File: src/rtl/k_and_s_pkg.sv
// rtl/k_and_s_pkg.sv - shared types and constants for the K&S datapath
package k_and_s_pkg;

    typedef enum logic [3:0] {
        I_NOP,
        I_LOAD,
        I_STORE,
        I_MOVE,
        I_ADD,
        I_SUB,
        I_AND,
        I_OR,
        I_BRANCH,
        I_BZERO,
        I_BNEG,
        I_BOV,
        I_BNOV,
        I_BNNEG,
        I_HALT
    } decoded_instruction_type;

    localparam logic [7:0] OP_LOAD   = 8'h81;
    localparam logic [7:0] OP_STORE  = 8'h82;
    localparam logic [7:0] OP_MOVE   = 8'h91;
    localparam logic [7:0] OP_ADD    = 8'hA1;
    localparam logic [7:0] OP_SUB    = 8'hA2;
    localparam logic [7:0] OP_AND    = 8'hA3;
    localparam logic [7:0] OP_OR     = 8'hA4;
    localparam logic [7:0] OP_BRANCH = 8'h01;
    localparam logic [7:0] OP_BZERO  = 8'h02;
    localparam logic [7:0] OP_BNEG   = 8'h03;
    localparam logic [7:0] OP_BOV    = 8'h05;
    localparam logic [7:0] OP_BNOV   = 8'h06;
    localparam logic [7:0] OP_BNNEG  = 8'h0A;
    localparam logic [7:0] OP_HALT   = 8'hFF;

    localparam logic [1:0] ALU_OR  = 2'b00;
    localparam logic [1:0] ALU_ADD = 2'b01;
    localparam logic [1:0] ALU_SUB = 2'b10;
    localparam logic [1:0] ALU_AND = 2'b11;

    typedef enum logic [1:0] {
        IDLE,
        REQ,
        DONE
    } mem_state_t;

endpackage

File: src/rtl/ks_data_path_mem_if.sv
// rtl/ks_data_path_mem_if.sv - req/ack program/data RAM bus
interface ks_data_path_mem_if #(
    parameter int DATA_W = 16,
    parameter int ADDR_W = 5
);
    logic [ADDR_W-1:0] ram_addr;
    logic              ram_req;
    logic              ram_we;
    logic [DATA_W-1:0] ram_wdata;
    logic              ram_ack;
    logic [DATA_W-1:0] ram_rdata;

    modport master (
        output ram_addr, ram_req, ram_we, ram_wdata,
        input  ram_ack, ram_rdata
    );

    modport slave (
        input  ram_addr, ram_req, ram_we, ram_wdata,
        output ram_ack, ram_rdata
    );
endinterface

File: src/rtl/ks_mem_seq.sv
// rtl/ks_mem_seq.sv - memory handshake sequencer with latched access and read buffer
module ks_mem_seq
    import k_and_s_pkg::*;
#(
    parameter int DATA_W = 16,
    parameter int ADDR_W = 5
) (
    input  logic                clk,
    input  logic                rst_n,
    input  logic                mem_start,
    input  logic                mem_write,
    input  logic [ADDR_W-1:0]   start_addr,
    input  logic [DATA_W-1:0]   start_wdata,
    output logic                mem_busy,
    output logic                mem_done,
    output logic [DATA_W-1:0]   rd_buf,
    ks_data_path_mem_if.master  ram
);
    mem_state_t        state_q, state_d;
    logic [ADDR_W-1:0] addr_q, addr_d;
    logic              we_q, we_d;
    logic [DATA_W-1:0] wdata_q, wdata_d;
    logic [DATA_W-1:0] rd_buf_q, rd_buf_d;

    always_ff @(posedge clk or negedge rst_n) begin
        if (!rst_n) begin
            state_q  <= IDLE;
            addr_q   <= '0;
            we_q     <= 1'b0;
            wdata_q  <= '0;
            rd_buf_q <= '0;
        end else begin
            state_q  <= state_d;
            addr_q   <= addr_d;
            we_q     <= we_d;
            wdata_q  <= wdata_d;
            rd_buf_q <= rd_buf_d;
        end
    end

    always_comb begin
        state_d  = state_q;
        addr_d   = addr_q;
        we_d     = we_q;
        wdata_d  = wdata_q;
        rd_buf_d = rd_buf_q;
        case (state_q)
            IDLE: begin
                if (mem_start) begin
                    addr_d  = start_addr;
                    we_d    = mem_write;
                    wdata_d = start_wdata;
                    state_d = REQ;
                end
            end
            REQ: begin
                if (ram.ram_ack) begin
                    if (!we_q) begin
                        rd_buf_d = ram.ram_rdata;
                    end
                    state_d = DONE;
                end
            end
            DONE:    state_d = IDLE;
            default: state_d = IDLE;
        endcase
    end

    // Write qualifier is gated so it can never be seen without a live request.
    assign ram.ram_req   = (state_q == REQ);
    assign ram.ram_we    = we_q & (state_q == REQ);
    assign ram.ram_addr  = addr_q;
    assign ram.ram_wdata = wdata_q;
    assign mem_busy      = (state_q != IDLE);
    assign mem_done      = (state_q == DONE);
    assign rd_buf        = rd_buf_q;
endmodule

File: src/rtl/ks_data_path_mem.sv
// rtl/ks_data_path_mem.sv - K&S datapath: PC, IR, register file, ALU, flags, decoder
module ks_data_path_mem
    import k_and_s_pkg::*;
#(
    parameter int DATA_W = 16,
    parameter int ADDR_W = 5
) (
    input  logic                    clk,
    input  logic                    rst_n,
    input  logic                    branch,
    input  logic                    pc_enable,
    input  logic                    ir_enable,
    input  logic                    addr_sel,
    input  logic                    c_sel,
    input  logic                    write_reg_enable,
    input  logic                    flags_reg_enable,
    input  logic [1:0]              operation,
    input  logic                    mem_start,
    input  logic                    mem_write,
    output logic                    mem_busy,
    output logic                    mem_done,
    output decoded_instruction_type decoded_instruction,
    output logic                    zero_op,
    output logic                    neg_op,
    output logic                    unsigned_overflow,
    output logic                    signed_overflow,
    ks_data_path_mem_if.master      ram
);
    logic [ADDR_W-1:0] pc_q, pc_d;
    logic [15:0]       ir_q, ir_d;
    logic [DATA_W-1:0] regs_q [4];
    logic [DATA_W-1:0] regs_d [4];
    logic              zero_q, zero_d, neg_q, neg_d, uov_q, uov_d, sov_q, sov_d;

    decoded_instruction_type dec;
    logic [1:0]        a_sel, b_sel, dst_sel, src_sel;
    logic [ADDR_W-1:0] m_addr;
    logic [DATA_W-1:0] rd_buf, alu_a, alu_b, alu_r;
    logic [DATA_W:0]   alu_sum;
    logic              alu_uov, alu_sov;
    logic              unused_ir;

    assign unused_ir = ^{ir_q[7], ir_q[4]};

    always_ff @(posedge clk or negedge rst_n) begin
        if (!rst_n) begin
            pc_q   <= '0;
            ir_q   <= '0;
            zero_q <= 1'b0;
            neg_q  <= 1'b0;
            uov_q  <= 1'b0;
            sov_q  <= 1'b0;
            for (int i = 0; i < 4; i++) regs_q[i] <= '0;
        end else begin
            pc_q   <= pc_d;
            ir_q   <= ir_d;
            zero_q <= zero_d;
            neg_q  <= neg_d;
            uov_q  <= uov_d;
            sov_q  <= sov_d;
            regs_q <= regs_d;
        end
    end

    always_comb begin
        dec     = I_NOP;
        a_sel   = '0;
        b_sel   = '0;
        dst_sel = '0;
        src_sel = '0;
        m_addr  = '0;
        case (ir_q[15:8])
            OP_LOAD:  begin dec = I_LOAD;  dst_sel = ir_q[6:5]; m_addr = ir_q[ADDR_W-1:0]; end
            OP_STORE: begin dec = I_STORE; src_sel = ir_q[6:5]; m_addr = ir_q[ADDR_W-1:0]; end
            OP_MOVE:  begin dec = I_MOVE;  dst_sel = ir_q[3:2]; a_sel = ir_q[1:0]; b_sel = ir_q[1:0]; end
            OP_ADD:   begin dec = I_ADD; a_sel = ir_q[1:0]; b_sel = ir_q[3:2]; dst_sel = ir_q[3:2]; end
            OP_SUB:   begin dec = I_SUB; a_sel = ir_q[1:0]; b_sel = ir_q[3:2]; dst_sel = ir_q[3:2]; end
            OP_AND:   begin dec = I_AND; a_sel = ir_q[1:0]; b_sel = ir_q[3:2]; dst_sel = ir_q[3:2]; end
            OP_OR:    begin dec = I_OR;  a_sel = ir_q[1:0]; b_sel = ir_q[3:2]; dst_sel = ir_q[3:2]; end
            OP_BRANCH: begin dec = I_BRANCH; m_addr = ir_q[ADDR_W-1:0]; end
            OP_BZERO:  begin dec = I_BZERO;  m_addr = ir_q[ADDR_W-1:0]; end
            OP_BNEG:   begin dec = I_BNEG;   m_addr = ir_q[ADDR_W-1:0]; end
            OP_BOV:    begin dec = I_BOV;    m_addr = ir_q[ADDR_W-1:0]; end
            OP_BNOV:   begin dec = I_BNOV;   m_addr = ir_q[ADDR_W-1:0]; end
            OP_BNNEG:  begin dec = I_BNNEG;  m_addr = ir_q[ADDR_W-1:0]; end
            OP_HALT:   dec = I_HALT;
            default:   dec = I_NOP;
        endcase
    end

    assign alu_a = regs_q[a_sel];
    assign alu_b = regs_q[b_sel];

    // Operand order is b op a: SUB computes b-a and borrows when b<a.
    always_comb begin
        alu_sum = '0;
        alu_r   = '0;
        alu_uov = 1'b0;
        alu_sov = 1'b0;
        case (operation)
            ALU_ADD: begin
                alu_sum = {1'b0, alu_b} + {1'b0, alu_a};
                alu_r   = alu_sum[DATA_W-1:0];
                alu_uov = alu_sum[DATA_W];
                alu_sov = (alu_a[DATA_W-1] == alu_b[DATA_W-1]) && (alu_r[DATA_W-1] != alu_a[DATA_W-1]);
            end
            ALU_SUB: begin
                alu_r   = alu_b - alu_a;
                alu_uov = (alu_b < alu_a);
                alu_sov = (alu_a[DATA_W-1] != alu_b[DATA_W-1]) && (alu_r[DATA_W-1] != alu_b[DATA_W-1]);
            end
            ALU_AND: alu_r = alu_b & alu_a;
            default: alu_r = alu_b | alu_a;
        endcase
    end

    always_comb begin
        pc_d   = pc_q;
        ir_d   = ir_q;
        regs_d = regs_q;
        zero_d = zero_q;
        neg_d  = neg_q;
        uov_d  = uov_q;
        sov_d  = sov_q;
        if (pc_enable) begin
            pc_d = branch ? m_addr : pc_q + ADDR_W'(1);
        end
        if (ir_enable) begin
            ir_d = rd_buf[15:0];
        end
        if (write_reg_enable) begin
            regs_d[dst_sel] = c_sel ? alu_r : rd_buf;
        end
        if (flags_reg_enable) begin
            zero_d = (alu_r == '0);
            neg_d  = alu_r[DATA_W-1];
            uov_d  = alu_uov;
            sov_d  = alu_sov;
        end
    end

    // pc_q is the pre-update value, so a same-cycle pc_enable does not move the access.
    ks_mem_seq #(
        .DATA_W (DATA_W),
        .ADDR_W (ADDR_W)
    ) u_mem_seq (
        .clk         (clk),
        .rst_n       (rst_n),
        .mem_start   (mem_start),
        .mem_write   (mem_write),
        .start_addr  (addr_sel ? m_addr : pc_q),
        .start_wdata (regs_q[src_sel]),
        .mem_busy    (mem_busy),
        .mem_done    (mem_done),
        .rd_buf      (rd_buf),
        .ram         (ram)
    );

    assign decoded_instruction = dec;
    assign zero_op             = zero_q;
    assign neg_op              = neg_q;
    assign unsigned_overflow   = uov_q;
    assign signed_overflow     = sov_q;
endmodule

File: src/flat_wrapper.sv
// flat-port wrapper written by rule: the top's interface ports become plain ports
module ks_data_path_mem_flat import k_and_s_pkg::*;
#(
    parameter int DATA_W = 16,
    parameter int ADDR_W = 5
)
  (clk, rst_n, branch, pc_enable, ir_enable, addr_sel, c_sel, write_reg_enable, flags_reg_enable, operation, mem_start, mem_write, mem_busy, mem_done, decoded_instruction, zero_op, neg_op, unsigned_overflow, signed_overflow, ram_ram_addr, ram_ram_req, ram_ram_we, ram_ram_wdata, ram_ram_ack, ram_ram_rdata);
  ks_data_path_mem_if #(.DATA_W(DATA_W), .ADDR_W(ADDR_W)) ram_i ();
  input  logic clk;
  input  logic rst_n;
  input  logic branch;
  input  logic pc_enable;
  input  logic ir_enable;
  input  logic addr_sel;
  input  logic c_sel;
  input  logic write_reg_enable;
  input  logic flags_reg_enable;
  input  logic [1:0] operation;
  input  logic mem_start;
  input  logic mem_write;
  output logic mem_busy;
  output logic mem_done;
  output decoded_instruction_type decoded_instruction;
  output logic zero_op;
  output logic neg_op;
  output logic unsigned_overflow;
  output logic signed_overflow;
  output wire logic [$bits(ram_i.ram_addr)-1:0] ram_ram_addr;
  output wire logic [$bits(ram_i.ram_req)-1:0] ram_ram_req;
  output wire logic [$bits(ram_i.ram_we)-1:0] ram_ram_we;
  output wire logic [$bits(ram_i.ram_wdata)-1:0] ram_ram_wdata;
  input wire logic [$bits(ram_i.ram_ack)-1:0] ram_ram_ack;
  input wire logic [$bits(ram_i.ram_rdata)-1:0] ram_ram_rdata;
  assign ram_ram_addr = ram_i.ram_addr;
  assign ram_ram_req = ram_i.ram_req;
  assign ram_ram_we = ram_i.ram_we;
  assign ram_ram_wdata = ram_i.ram_wdata;
  assign ram_i.ram_ack = ram_ram_ack;
  assign ram_i.ram_rdata = ram_ram_rdata;
  ks_data_path_mem #(.DATA_W(DATA_W), .ADDR_W(ADDR_W)) u_core (.clk(clk), .rst_n(rst_n), .branch(branch), .pc_enable(pc_enable), .ir_enable(ir_enable), .addr_sel(addr_sel), .c_sel(c_sel), .write_reg_enable(write_reg_enable), .flags_reg_enable(flags_reg_enable), .operation(operation), .mem_start(mem_start), .mem_write(mem_write), .mem_busy(mem_busy), .mem_done(mem_done), .decoded_instruction(decoded_instruction), .zero_op(zero_op), .neg_op(neg_op), .unsigned_overflow(unsigned_overflow), .signed_overflow(signed_overflow), .ram(ram_i));
endmodule
File: config.mk
export PLATFORM = sky130hd
export DESIGN_NAME = ks_data_path_mem_flat
export DESIGN_NICKNAME = d
export VERILOG_FILES = /design/src/rtl/k_and_s_pkg.sv /design/src/rtl/ks_data_path_mem_if.sv /design/src/rtl/ks_mem_seq.sv /design/src/rtl/ks_data_path_mem.sv /design/src/flat_wrapper.sv
export SDC_FILE = /design/constraint.sdc
export NUM_CORES = 1
export LEC_CHECK = 0
export CORE_MARGIN = 2
export CORE_UTILIZATION = 43
export CTS_BUF_LIST = sky130_fd_sc_hd__clkbuf_8
export DETAILED_ROUTE_END_ITERATION = 8
export HOLD_SLACK_MARGIN = 0.06
export PLACE_DENSITY_LB_ADDON = 0.2
export SYNTH_ARGS = -nofsm -noshare
export SYNTH_HDL_FRONTEND = slang
export SYNTH_SLANG_ARGS = --single-unit
File: constraint.sdc
create_clock -name clk -period 11.5 [get_ports clk]
set_input_delay 3.45 -clock clk [delete_from_list [all_inputs] [get_ports clk]]
set_output_delay 3.45 -clock clk [all_outputs]
set_load 0.05 [all_outputs]
=== Word-level counts from Yosys, hierarchy flattened ===
Index checks and enable logic that the tools add are counted.

* Reduce and logical (&&, ||, !) cells: 12
* Eq/ne operators: 25
* $lt $le $gt $ge: 6
* Bitwise logic cells: 8
* Mux-type cells: 27
* Add/sub/neg operators: 3

{| class="wikitable"
|+ Operator list
! operator !! count
|-
| $mux W16 || 8
|-
| $bmux W16 S2 || 3
|-
| $bwmux W64 || 1
|-
| $eq A8 B8 Y1 const B || 8
|-
| $pmux W4 S14 || 1
|-
| $pmux W16 S3 || 1
|-
| $demux W16 S2 || 1
|-
| $add A16 B16 Y17 || 1
|-
| $and A16 B16 Y16 || 1
|-
| $eq A8 B2 Y1 const B || 2
|-
| $eq A8 B3 Y1 const B || 2
|-
| $logic_not A16 Y1 || 1
|-
| $lt A16 B16 Y1 || 1
|-
| $or A16 B16 Y16 || 1
|-
| $sub A16 B16 Y16 || 1
|-
| $mux W5 || 3
|-
| $ge A3 B3 Y1 const B || 4
|-
| $not A2 Y3 || 4
|-
| $pmux W2 S2 || 3
|-
| $eq A8 B1 Y1 const B || 1
|-
| $eq A8 B4 Y1 const B || 1
|-
| $mux W2 || 4
|-
| $reduce_or A8 Y1 || 1
|-
| $eq A2 B2 Y1 const B || 3
|-
| other kinds (17) || 24
|}

* Register bits: 129
* Output and inout bits: 33
* Bits of input ports: 30
* Word-level logic and storage cells: 96

=== Logic depth before layout (Yosys ltp) ===
Gate-level depths: netlist of the first run.

* Depth in word-level cells: 11
* Mapped depth: 24
* Mapped depth without buffers: 20

=== Cells and area by module ===
Synthesis of the first run repeated with hierarchy kept, for this count alone.

* Cells, all modules: 1111
* Area, all modules: 9424.0 µm²

{| class="wikitable"
|+ By module, submodules not included
! module !! area an instance (µm²) !! cells an instance !! seq. area each (µm²) !! times used
|-
| ks_data_path_mem || 7886.3 || 1019 || 2202.1 || 1
|-
| ks_mem_seq || 1537.7 || 92 || 1001.0 || 1
|}

=== Worst setup path before layout of the first run ===
Ideal clock, no wire load.

* Path kind: input port to flip-flop
* From: input operation[1]
* To: register u_core.zero_q (netlist: u_core.zero_op)
* Library setup time: 0.104 ns
* Arrival time: 5.578 ns
* Required time: 11.396 ns
* Cell stages on the path: 14
* Setup slack: 5.818 ns
* Buffers on the path: 1
* Cells stage by stage: inv_1 > ha_1 > clkbuf_1 > inv_1 > o22ai_1 > a211oi_1 > a21oi_1 > nor3_1 > nand2_1 > a2111oi_0 > o2111ai_1 > a311oi_1 > nand4_1 > o41ai_2

* Cells in the longest elaborated chain, start to end: 3
* Elaborated cells on any way between the ends: 5
* Classes of those cells: eq/ne (3); mux (1); reduce/logical (1)

{| class="wikitable"
|+ Ends and longest elaborated chain
! what !! line !! RTL
|-
| from (decl) || flat_wrapper.sv:18 || <nowiki>input logic [1:0] operation;</nowiki>
|-
| $eq A2 B2 Y1 or $eq A2 B1 Y1 (tied branches) || ks_data_path_mem.sv:100 || <nowiki>case (operation)</nowiki>
|-
| $pmux W16 S3 * || ks_data_path_mem.sv:100 ||
|-
| $logic_not A16 Y1 * || ks_data_path_mem.sv:135 || <nowiki>zero_d = (alu_r == '0);</nowiki>
|-
| to (signal assigned) || ks_data_path_mem.sv:57 || <nowiki>zero_q <= zero_d;</nowiki>
|-
| to (decl) || ks_data_path_mem.sv:33 || <nowiki>logic zero_q, zero_d, neg_q, neg_d, uov_q, uov_d, sov_q, sov_d;</nowiki>
|}

Mark *: on every way between the ends. The rest lies on a longest branch, timed or not.
A chain may end at the register's enable or synchronous reset.

=== Final worst setup path of the first run ===
Ends and elaborated chain as after synthesis.

==> results of run 1 <==
-- cells in the final DEF, fill, tap and decap left out, drive strengths merged, types with 12 or more instances in the layout --
| master | instances |
|---|---|
| a31oi | 25 |
| xnor2 | 15 |
| nor2b | 18 |
| a21oi | 55 |
| clkdlybuf4s50 | 61 |
| ha | 52 |
| mux2i | 82 |
| nor3 | 16 |
| inv | 68 |
| nand3 | 13 |
| mux2 | 81 |
| dfrtp | 128 |
| nor2 | 66 |
| buf | 12 |
| nand2 | 152 |
| clkbuf | 21 |
| o21ai | 73 |
-- layout make-up --
cell class,count,area (um2),area share (%)
Timing Repair Buffer,73,704.4,6.517
Clock buffer,21,289.0,2.674
Sequential cell,128,3203,29.63
Inverter,66,247.7,2.292
Clock inverter,10,125.1,1.158
Tap cell,280,350.3,3.241
Multi-Input combinational cell,819,5889,54.49
-- synthesized netlist by cell type, types with 4 or more instances --
master | count | area share [%]
a31oi_1 | 24 | 1.6
nand3_1 | 13 | 0.68
a32oi_1 | 4 | 0.37
buf_2 | 5 | 0.26
xnor2_1 | 15 | 1.4
o21ai_0 | 68 | 3.6
inv_1 | 65 | 2.5
a221o_1 | 5 | 0.52
a22o_1 | 7 | 0.64
mux2i_1 | 82 | 8.6
o21bai_1 | 6 | 0.47
nor3_1 | 16 | 0.84
a21oi_1 | 55 | 2.9
ha_1 | 52 | 6.8
nand4_1 | 5 | 0.33
o22ai_1 | 5 | 0.33
a22oi_1 | 8 | 0.63
nor2_1 | 66 | 2.6
or3_1 | 7 | 0.46
mux2_2 | 81 | 9.5
dfrtp_1 | 128 | 33
nor2b_1 | 18 | 1.2
a221oi_1 | 7 | 0.64
a21o_1 | 6 | 0.47
buf_1 | 7 | 0.27
o211ai_1 | 4 | 0.31
xor2_1 | 5 | 0.46
a211o_1 | 5 | 0.46
o21a_1 | 6 | 0.47
nand2_1 | 151 | 5.9
nand2b_1 | 7 | 0.46
a211oi_1 | 6 | 0.47
clkbuf_1 | 49 | 1.9
and2_1 | 7 | 0.46
and3_1 | 7 | 0.46
-- state kept, by name, summed over array words and instances (netlist names) --
signal / flops
u_core.regs_q: 64
u_core.u_mem_seq.ram.ram_wdata: 16
u_core.u_mem_seq.rd_buf: 16
u_core.ir_q: 15
u_core.pc_q: 5
u_core.u_mem_seq.ram.ram_addr: 5
u_core.u_mem_seq.state_q: 2
u_core.neg_op: 1
u_core.signed_overflow: 1
u_core.u_mem_seq.we_q: 1
u_core.unsigned_overflow: 1
u_core.zero_op: 1
-- metal layers --
layer | GRT usage [%] | vias to the layer above
met5 | 0 | -
met4 | 8.598 | 0
met3 | 3.516 | 35
met2 | 39.29 | 261
met1 | 31.75 | 4025
li1 | - | 3911
-- through the flow --
step	hold WS, ps	power, uW	setup slack, ps	util [%]
2_1_floorplan	468.5	2393	5818	-
3_3_place_gp	463.4	3005	4884	47.63
3_5_place_dp	471.5	3004	4727	47.63
4_1_cts	491.4	3434	5124	49.53
5_1_grt	528.3	3698	4725	49.53
6_report	480.3	3454	5109	49.53
-- worst max-delay path: cells and delay by family --
family | cells | cell delay [ps]
adders and majority gates | 1 | 450
AOI/OAI and AO/OA | 7 | 1540
and+or+nand+nor | 3 | 450
buffers and inverters | 3 | 860
-- power by group through the flow --
stage	combinational [uW]	clock, uW	sequential, uW
finish	2210	414	831
global route	2400	440	860
CTS	2180	423	827
detailed placement	2170	0	836
global placement	2170	0	832
floorplan	1520	0	870
-- worst max path at each step --
stage / startpoint / end / slack [ps]
floorplan: operation[1] / u_core.zero_op$_DFFE_PN0P_ / 5820
global placement: operation[1] / u_core.zero_op$_DFFE_PN0P_ / 4880
detailed placement: operation[1] / u_core.zero_op$_DFFE_PN0P_ / 4730
CTS: u_core.ir_q[15]$_DFFE_PN0P_ / decoded_instruction[2] / 5120
global route: operation[1] / u_core.zero_op$_DFFE_PN0P_ / 4720
finish: operation[1] / u_core.zero_op$_DFFE_PN0P_ / 5110
-- cell families (layout without fill, tap and decap cells) --
kind of cell | after synthesis | after routing | share of synthesized area [%]
AOI/OAI and AO/OA | 266 | 266 | 19.18
xor gates and xnor gates | 20 | 20 | 1.828
adders and majority gates | 54 | 54 | 7.207
buffers and inverters | 128 | 170 | 5.118
DFF | 128 | 128 | 33.42
muxes | 163 | 163 | 18.08
and+or+nand+nor | 316 | 316 | 15.16
==> results by group, run 1 <==
Clock tree
  – Clock Path Buffers: 2
  – Clock-pin slew on the worst setup and hold paths: 90 ps
  – Worst skew pair latency: 460 ps
  – Post-cts repair resize count: 0
  – CTS buffer count: 17
  – Setup Fix Bufs, Post-CTS: 0
  – CTS Root Buffer Type: clkbuf_8
  – CTS tree: built
  – Clock sink count: 128
  – # H-tree levels: 4
  – Cts hold-fix bufs: 0

Detailed routing
  – Post-DRT Antenna Nets: 0
  – WL met1: 12,500 um
  – Initial DRC Count: 626
  – # DRC: 0
  – Post-DR wirelength/cell: between 20 and 25 um
  – Final wirelength: 28,040 um
  – Highest metal used: met4
  – Vias per cell: 5.893
  – Routed wl met2: 13,430 um
  – Met3 WL: 1242 um
  – Via count: around 8,000
  – Drt first pass iters: 5

Die
  – Die ar.: 0.02350 mm2
  – Chip width: 153.3 um
  – Initial Util: 43.91%
  – Row cnt: 54
  – Core Region: between 0.02 and 0.025 mm2
  – Ports: 63
  – Height of the die: around 150 um

Worst setup path
  – CP Capture Type: flop
  – CP max-delay cell: clkdlybuf4s50_1
  – Max incr delay on CP: roughly 500 ps
  – Worst r2r src: u_core.ir_q[15]$_DFFE_PN0P_
  – R2r endpoint: u_core.zero_op$_DFFE_PN0P_
  – Critical path, cell by cell: clkdlybuf4s50_1 > inv_1 > ha_1 > inv_1 > o22ai_1 > a211oi_1 > a21oi_1 > nor3_1 > nand2_1 > a2111oi_0 > o2111ai_1 > a311oi_1 > nand4_1 > o41ai_2
  – Worst Path Max Fanout: 19
  – R2R Setup Slk: 5260 ps
  – Worst Path Arrival: 6760 ps
  – Worst Path Required: 11,870 ps
  – Reg2reg path depth: 19
  – Setup Crit Path Kind: input port to flop
  – Type of origin of the critical path: input port
  – Cell mode on critical path: inv_1

Global routing
  – Initial antenna violation count: 0
  – Largest net degree at the start of global routing: 67
  – Vias in the first global route: about 7,900
  – GRT overflow: 0
  – Global-route usage over all layers: 23.78%
  – First-pass GRT wire length: 44,230 um

Timing
  – Final period util: 55.57%
  – Final Skew: 25.28 ps
  – Post-layout minimum cycle time: 6391 ps
  – Max Freq: 156.5 MHz
  – Pins Over Slew Limit: 0
  – Final hold viol count: 0
  – Slew @ Worst Pin: 969.8 ps
  – # setup viols final: 0
  – Total Negative Setup Slacks: 0 ps
  – Unrepaired setup endpoints after global routing: no
  – Max_slew headroom: 35.16%

Status
  – Status: completed

Pwr
  – Combinational Power Share: 63.9%
  – Internal Power: 1705 uW
  – Worst IR Drop VDD: 0.1371 mV
  – Clock network power share: 12.0%
  – Reg power frac: 24.1%
  – Switching part of the total: 50.63%
  – PD cells: 319.5 mW/mm2
  – P_leak: 0.005128 uW
  – Psw: 1749 uW

Finish
  – # diodes: 0
  – # nets final: 1,189
  – Non-filler instance count after layout: 1,397
  – Post-route cell area: between 0.01 and 0.015 mm2
  – Area grow syn2layout: 12.80%
  – Fill cells: 2,094
  – Layout cells sized above 1: 12.98%

Yosys
  – Cell Area, Synth: between 0.009 and 0.01 mm2
  – Post-synth EDFFs: 0
  – Synth warnings: 0
  – Ys flop type: dfrtp_1
  – Flops & latches, synth: between 100 and 150
  – Syn_area_per_cell: ~8.9 um2
  – Sequential area share after synthesis: 33.42%
  – Post-synthesis cell count: roughly 1,100
  – Synth Net Count: 1,159
  – Synth cell types: 78
  – Async SR Flop Fraction: 100.0%

Place
  – GP Congestion: 0.9107
  – Area post-placement: approximately 0.010 mm2
  – Post-DP HPWL: 19,960 um
  – Port-buffer cells: 62
  – Placed Instances: 1,366

Min path
  – Worst Hold Class: flop to flop
  – Hold path depth: 2
  – Hold_sp: u_core.u_mem_seq.ram.ram_wdata[12]$_DFFE_PN0P_
  – Worst Hold End: u_core.u_mem_seq.ram.ram_wdata[12]$_DFFE_PN0P_

Job
  – Max Cap Viol: 0
(Power assumes the default switching activity.)
==> inputs of run 2 (changes only) <==
==> constraint.sdc (replaced) <==
create_clock -name clk -period 6.3 [get_ports clk]
set_input_delay 1.89 -clock clk [delete_from_list [all_inputs] [get_ports clk]]
set_output_delay 1.89 -clock clk [all_outputs]
set_load 0.05 [all_outputs]
==> run 2 against run 1 <==
Against the previous run:
- wire length is essentially flat
- first-iteration DRC count shrank 6.1%
- final cell count grew 0.21%
- die area is the same
- sequential cell count is the same
- clock power grew 56%
- utilization shrank 0.23 points
- global-route usage grew 0.19 points
- combinational power grew 80%
- register-to-register slack lost 4700 ps
- critical path depth grew 6
- power grew 78%
==> results by group, run 2 (synthesis results as in run 1) <==
Global routing
  – GRT overflow: 0 (unchanged)
  – Global-route usage over all layers: 23.97% (was 23.78%)
  – First-pass GRT wire length: 44,340 um (was 44,230 um)
  – Vias in the first global route: 7,958 (was 7,891)
  – Largest net degree at the start of global routing: 101 (was 67)
  – Initial antenna violation count: 0 (unchanged)

Clock tree
  – Post-cts repair resize count: 0 (unchanged)
  – Clock Path Buffers: 2 (unchanged)
  – Clock-pin slew on the worst setup and hold paths: 90 ps (about the same)
  – Clock sink count: 128 (unchanged)
  – Cts hold-fix bufs: 0 (unchanged)
  – CTS tree: built (unchanged)
  – # H-tree levels: 4 (unchanged)
  – Worst skew pair latency: 450 ps (was 460 ps)
  – Setup Fix Bufs, Post-CTS: 0 (unchanged)
  – CTS Root Buffer Type: clkbuf_8 (unchanged)
  – CTS buffer count: 17 (unchanged)

Timing
  – Final Skew: 14.10 ps (was 25.28 ps)
  – Max_slew headroom: 35.20% (was 35.16%)
  – Final hold viol count: 0 (unchanged)
  – Max Freq: 172.8 MHz
  – Total Negative Setup Slacks: 0 ps (unchanged)
  – # setup viols final: 0 (unchanged)
  – Final WS setup: 511.9 ps (was 5109 ps)
  – Unrepaired setup endpoints after global routing: no (unchanged)
  – Pins Over Slew Limit: 0 (unchanged)
  – Final period util: 91.87%
  – Post-layout minimum cycle time: between 5000 and 6000 ps
  – Slew @ Worst Pin: 969.0 ps (was 969.8 ps)

Finish
  – # diodes: 0 (unchanged)
  – Fill cells: 2,154 (was 2,094)
  – Most frequent cells in the layout: nand2_1, dfrtp_1, mux2i_1 (unchanged)
  – Commonest non-fill, non-tap cell in the layout: nand2_1 (unchanged)
  – Layout cells sized above 1: 13.21% (was 12.98%)
  – Max reg flops: 64 (unchanged)
  – # nets final: 1,192 (was 1,189)
  – Area grow syn2layout: 12.27% (was 12.80%)
  – Reg with most FFs: u_core.regs_q (unchanged)

Detailed routing
  – Initial DRC Count: 588 (was 626)
  – Via count: 8,171 (was 8,232)
  – # DRC: 0 (unchanged)
  – Vias per cell: 5.836 (was 5.893)
  – Final wirelength: 28,070 um (was 28,040 um)
  – Post-DRT Antenna Nets: 0 (unchanged)
  – Post-DR wirelength/cell: 20.05 um (was 20.07 um)
  – Drt first pass iters: 5 (unchanged)

Die
  – Ports: 63 (unchanged)
  – Height of the die: 153.3 um (unchanged)
  – Die ar.: 0.02350 mm2 (unchanged)
  – Core Region: 0.02182 mm2 (unchanged)
  – Chip width: 153.3 um (unchanged)
  – Initial Util: 43.91% (unchanged)
  – Row cnt: 54 (unchanged)

Place
  – GP Congestion: 0.9242 (was 0.9107)
  – Port-buffer cells: 62 (unchanged)
  – Post-DP HPWL: 20,520 um (was 19,960 um)
  – Placement Setup Slack: 533.3 ps (was 4727 ps)

Pwr
  – Clock network power share: 10.5% (was 12.0%)
  – Tot Pwr: 6145 uW (was 3454 uW)
  – Worst IR Drop VDD: 0.2944 mV (was 0.1371 mV)
  – P_leak: 0.005104 uW (was 0.005128 uW)
  – Switching part of the total: 51.31% (was 50.63%)
  – Reg power frac: 24.7% (was 24.1%)
  – Combinational Power Share: 64.8% (was 63.9%)
  – Internal Power: 2992 uW (was 1705 uW)
  – Psw: 3153 uW (was 1749 uW)
  – PD cells: 571.1 mW/mm2 (was 319.5 mW/mm2)

Status
  – Status: completed (unchanged)

Worst setup path
  – Setup Crit Path Kind: flop to flop (was input port to flop)
  – Worst Path Required: 6660 ps (was 11,870 ps)
  – Worst Path Arrival: 6150 ps (was 6760 ps)
  – Worst Path Max Fanout: 18 (was 19)
  – CP Capture Type: flop (unchanged)
  – Type of origin of the critical path: flop (was input port)

Job
  – Max Cap Viol: 0 (unchanged)

Min path
  – Worst Hold Class: flop to flop (unchanged)
==> run 2: changes by cell type in the layout (fill, tap and decap cells not counted) <==
cell and change:
clkbuf_8 -4, buf_4 +3, inv_6 +3, bufinv_16 -2, clkinv_2 +2, clkinvlp_4 +2
clkinv_4 -1
==> run 2: area by class of cell <==
type                    count  area (um2)  area share (%)
multi-input cells         819        5889           54.74
flip-flops and latches    128        3203           29.77
repair buffers             76       726.9           6.757
well taps                 280       350.3           3.256
inverters                  66       247.7           2.303
clock buffers              17       234.0           2.175
clock inverters            14       107.6           1.000
==> run 2: path summary, 6_finish.rpt <==
path | end | slack (ps) | depth (start not counted) | from
min in group asynchronous | u_core.regs_q[29]$_DFFE_PN0P_ | 1530 | 1 | rst_n
max in group asynchronous | u_core.u_mem_seq.ram.ram_wdata[7]$_DFFE_PN0P_ | 3800 | 2 | rst_n
max | u_core.zero_op$_DFFE_PN0P_ | 510 | 20 | u_core.ir_q[8]$_DFFE_PN0P_
min | u_core.u_mem_seq.ram.ram_wdata[3]$_DFFE_PN0P_ | 480 | 2 | u_core.u_mem_seq.ram.ram_wdata[3]$_DFFE_PN0P_
min reg2reg | u_core.u_mem_seq.ram.ram_wdata[3]$_DFFE_PN0P_ | 480 | 2 | u_core.u_mem_seq.ram.ram_wdata[3]$_DFFE_PN0P_
max reg2reg | u_core.zero_op$_DFFE_PN0P_ | 510 | 20 | u_core.ir_q[8]$_DFFE_PN0P_
==> run 2: per-layer routing <==
metal	GRT usage, %	share of wire, %	vias up	wire length [um]
li1	-	-	3904	-
met1	30.53	43	3974	12090
met2	40.52	48	242	13560
met3	4.621	5.3	51	1488
met4	8.642	3.3	0	936
met5	0	0	-	0
==> run 2: critical path, cell delays in order, from the launching register on <==
cell       delay [ps]
dfrtp_1           560
or2_1             340
and2_1            170
o211ai_1          350
and2_1            660
nand2_1           110
nand2_1            90
nor2_1             50
a31oi_1           270
ha_1              330
or3_1             360
a211o_1           320
nand2_1            70
a21oi_1            70
xor2_1            150
a221o_1           350
a2111oi_0         460
o2111ai_1         210
a311oi_1          290
nand4_1           220
o41ai_2           250
==> run 2: power by group through the flow <==
stage               registers (uW)  clock network (uW)  logic [uW]
floorplan                     1590                   0        2780
global placement              1520                   0        3920
detailed placement            1530                   0        3930
CTS                           1510                 665        3960
global route                  1570                 693        4360
finish                        1520                 644        3980
==> run 2: metrics by stage <==
| stage | std cells | hold slack (ps) | area [um2] | util [%] |
|---|---|---|---|---|
| after floorplan | 1075 | 468.5 | 9583 | - |
| after global placement | 1369 | 465.1 | 10420 | 47.74 |
| after detailed placement | 1369 | 471.0 | 10420 | 47.74 |
| after CTS | 1400 | 490.4 | 10760 | 49.30 |
| after global routing | 1400 | 524.3 | 10760 | 49.30 |
| final | 1400 | 479.4 | 10760 | 49.30 |
==> inputs of run 3 (changes only) <==
--- a/config.mk
+++ b/config.mk
@@ -14,3 +14,4 @@
 export SYNTH_ARGS = -nofsm -noshare
 export SYNTH_HDL_FRONTEND = slang
 export SYNTH_SLANG_ARGS = --single-unit
+export TNS_END_PERCENT = 5
==> results of run 3 <==
Final layout, timing and power as in run 2 (identical DEF).
==> edit, RTL diff (flow settings as in run 3) <==
Encoding of `mem_state_t`: now one-hot (3 bits for 3 states).
--- a/src/rtl/k_and_s_pkg.sv
+++ b/src/rtl/k_and_s_pkg.sv
@@ -40,8 +40,8 @@
     localparam logic [1:0] ALU_AND = 2'b11;
 
-    typedef enum logic [1:0] {
-        IDLE,
-        REQ,
-        DONE
+    typedef enum logic [2:0] {
+        IDLE = 3'b001,
+        REQ  = 3'b010,
+        DONE = 3'b100
     } mem_state_t;
 
Function: no difference found for any inputs over 4 cycles, from zero or initial values and one cycle with rst_n low; so few cycles prove little.
==> edit against run 3 <==
Sequential share of layout area down 0.10 points. Largest cell class unchanged. Sequential cell count grew 1. Routed wire length rose by 9.3%. Power shrank 3.8%. Cell area grew 1.2%. Synthesized area is 0.99% higher. Fmax rose by 0.87%. Worst setup slack better by 0.050 ns.
==> edit: results (changes against run 3) <==
Global routing:
- The met3 routing resource usage after global routing is 0.0437 (-0.00253).
- The total track usage is 0.262 (+0.0225).
- The number of global-route vias before repair is 8433 (+6.0%).
- The wire length of the first global-routing pass is 48.4 mm (+9.2%).
- The met1 capacity usage during global routing is 0.387 (+0.0816).

Power:
- The leakage power figure is 4.95 nW (-3.1%).
- The maximum vdd ir drop was 0.000312 V (+5.9%).

Route:
- The number of iterations in the first detailed-routing pass was 6 (+1).
- The via density per instance is 5.96 (+2.2%).
- The detailed-routed wire length on met2 was 13.1 mm (-3.3%).
- The wire length per cell came to 20.6 um (+2.9%).

Critical path:
- The endpoint arrival time on the critical path is 6.06 ns (-0.09 ns).
- The path depth of the worst reg2reg path is 19 (-5.0%).
- The biggest cell delay along the critical path is 0.59 ns (-0.07 ns).
- In this run the critical register-to-register path is captured at u_core.regs_q[47]$_DFFE_PN0P_.

Synthesis:
- The xor and xnor area share after synthesis is 0.0136 (-0.00470).
- The fraction of the mapped netlist area in adder cells is 0.0714 (-0.000708).
- The share of synthesized area occupied by flip-flops and latches is 0.334 (-0.000569).
- By area the synthesized netlist is led by dfrtp_1, mux2_2, nand2_1.
- The share of the synthesized area in compound gates (AO/OA/AOI/OAI) is 0.187 (-0.00460).

STA:
- The final hold slack was 0.491 ns (+0.0115 ns).
- The part of the cycle the worst path needs was 0.911 (-0.00792).
- The worst clock skew on the final layout is 0.0174 ns (+0.00334 ns).
- The remaining max-slew budget at the tightest pin was 0.214 (-0.138).

Final layout:
- The fraction of final layout cells sized beyond drive strength 1 came to 0.114 (-0.0178).
- The number of nets in the layout is 1278 (+7.2%).
- The number of cells in the finished layout apart from fillers came to 1487 (+6.2%).

Place:
- The global placement routability congestion is 0.958 (+3.7%).
- The worst setup slack after placement was 0.632 ns (+0.0985 ns).

Worst hold path:
- The launch instance of the worst min-delay path is u_core.u_mem_seq.ram.ram_wdata[14]$_DFFE_PN0P_.

Run status:
- The run finished with clean final reports.
edit: cell types whose count changed after synthesis, moves of 5 or more:
cell      change
a211oi_1      +5
a21oi_1      +20
a221o_1       -5
a22o_1        -5
and3_1        +5
mux2_2       -11
mux2i_1      -30
nand2_1      +36
nand3_1      +44
nor2_1        -7
nor3_1        +5
o211ai_1      +7
o21ai_0      +28
edit: layout make-up:
| class | instances | area, sq um |
|---|---|---|
| flip-flops and latches | 129 | 3230 |
| clock inverters | 13 | 113 |
| clock buffers | 19 | 262 |
| fillers | 2115 | 11100 |
| inverters | 63 | 236 |
| repair buffers | 82 | 772 |
| well taps | 280 | 350 |
| multi-input cells | 901 | 5920 |
edit: power breakdown:
part / total [mW] / switching, mW / internal (mW) / leakage (nW)
logic: 3.71 / 2.29 / 1.42 / 3.09
clock network: 0.689 / 0.358 / 0.331 / 0.187
registers: 1.52 / 0.380 / 1.13 / 1.68
total: 5.91 / 3.03 / 2.89 / 4.95
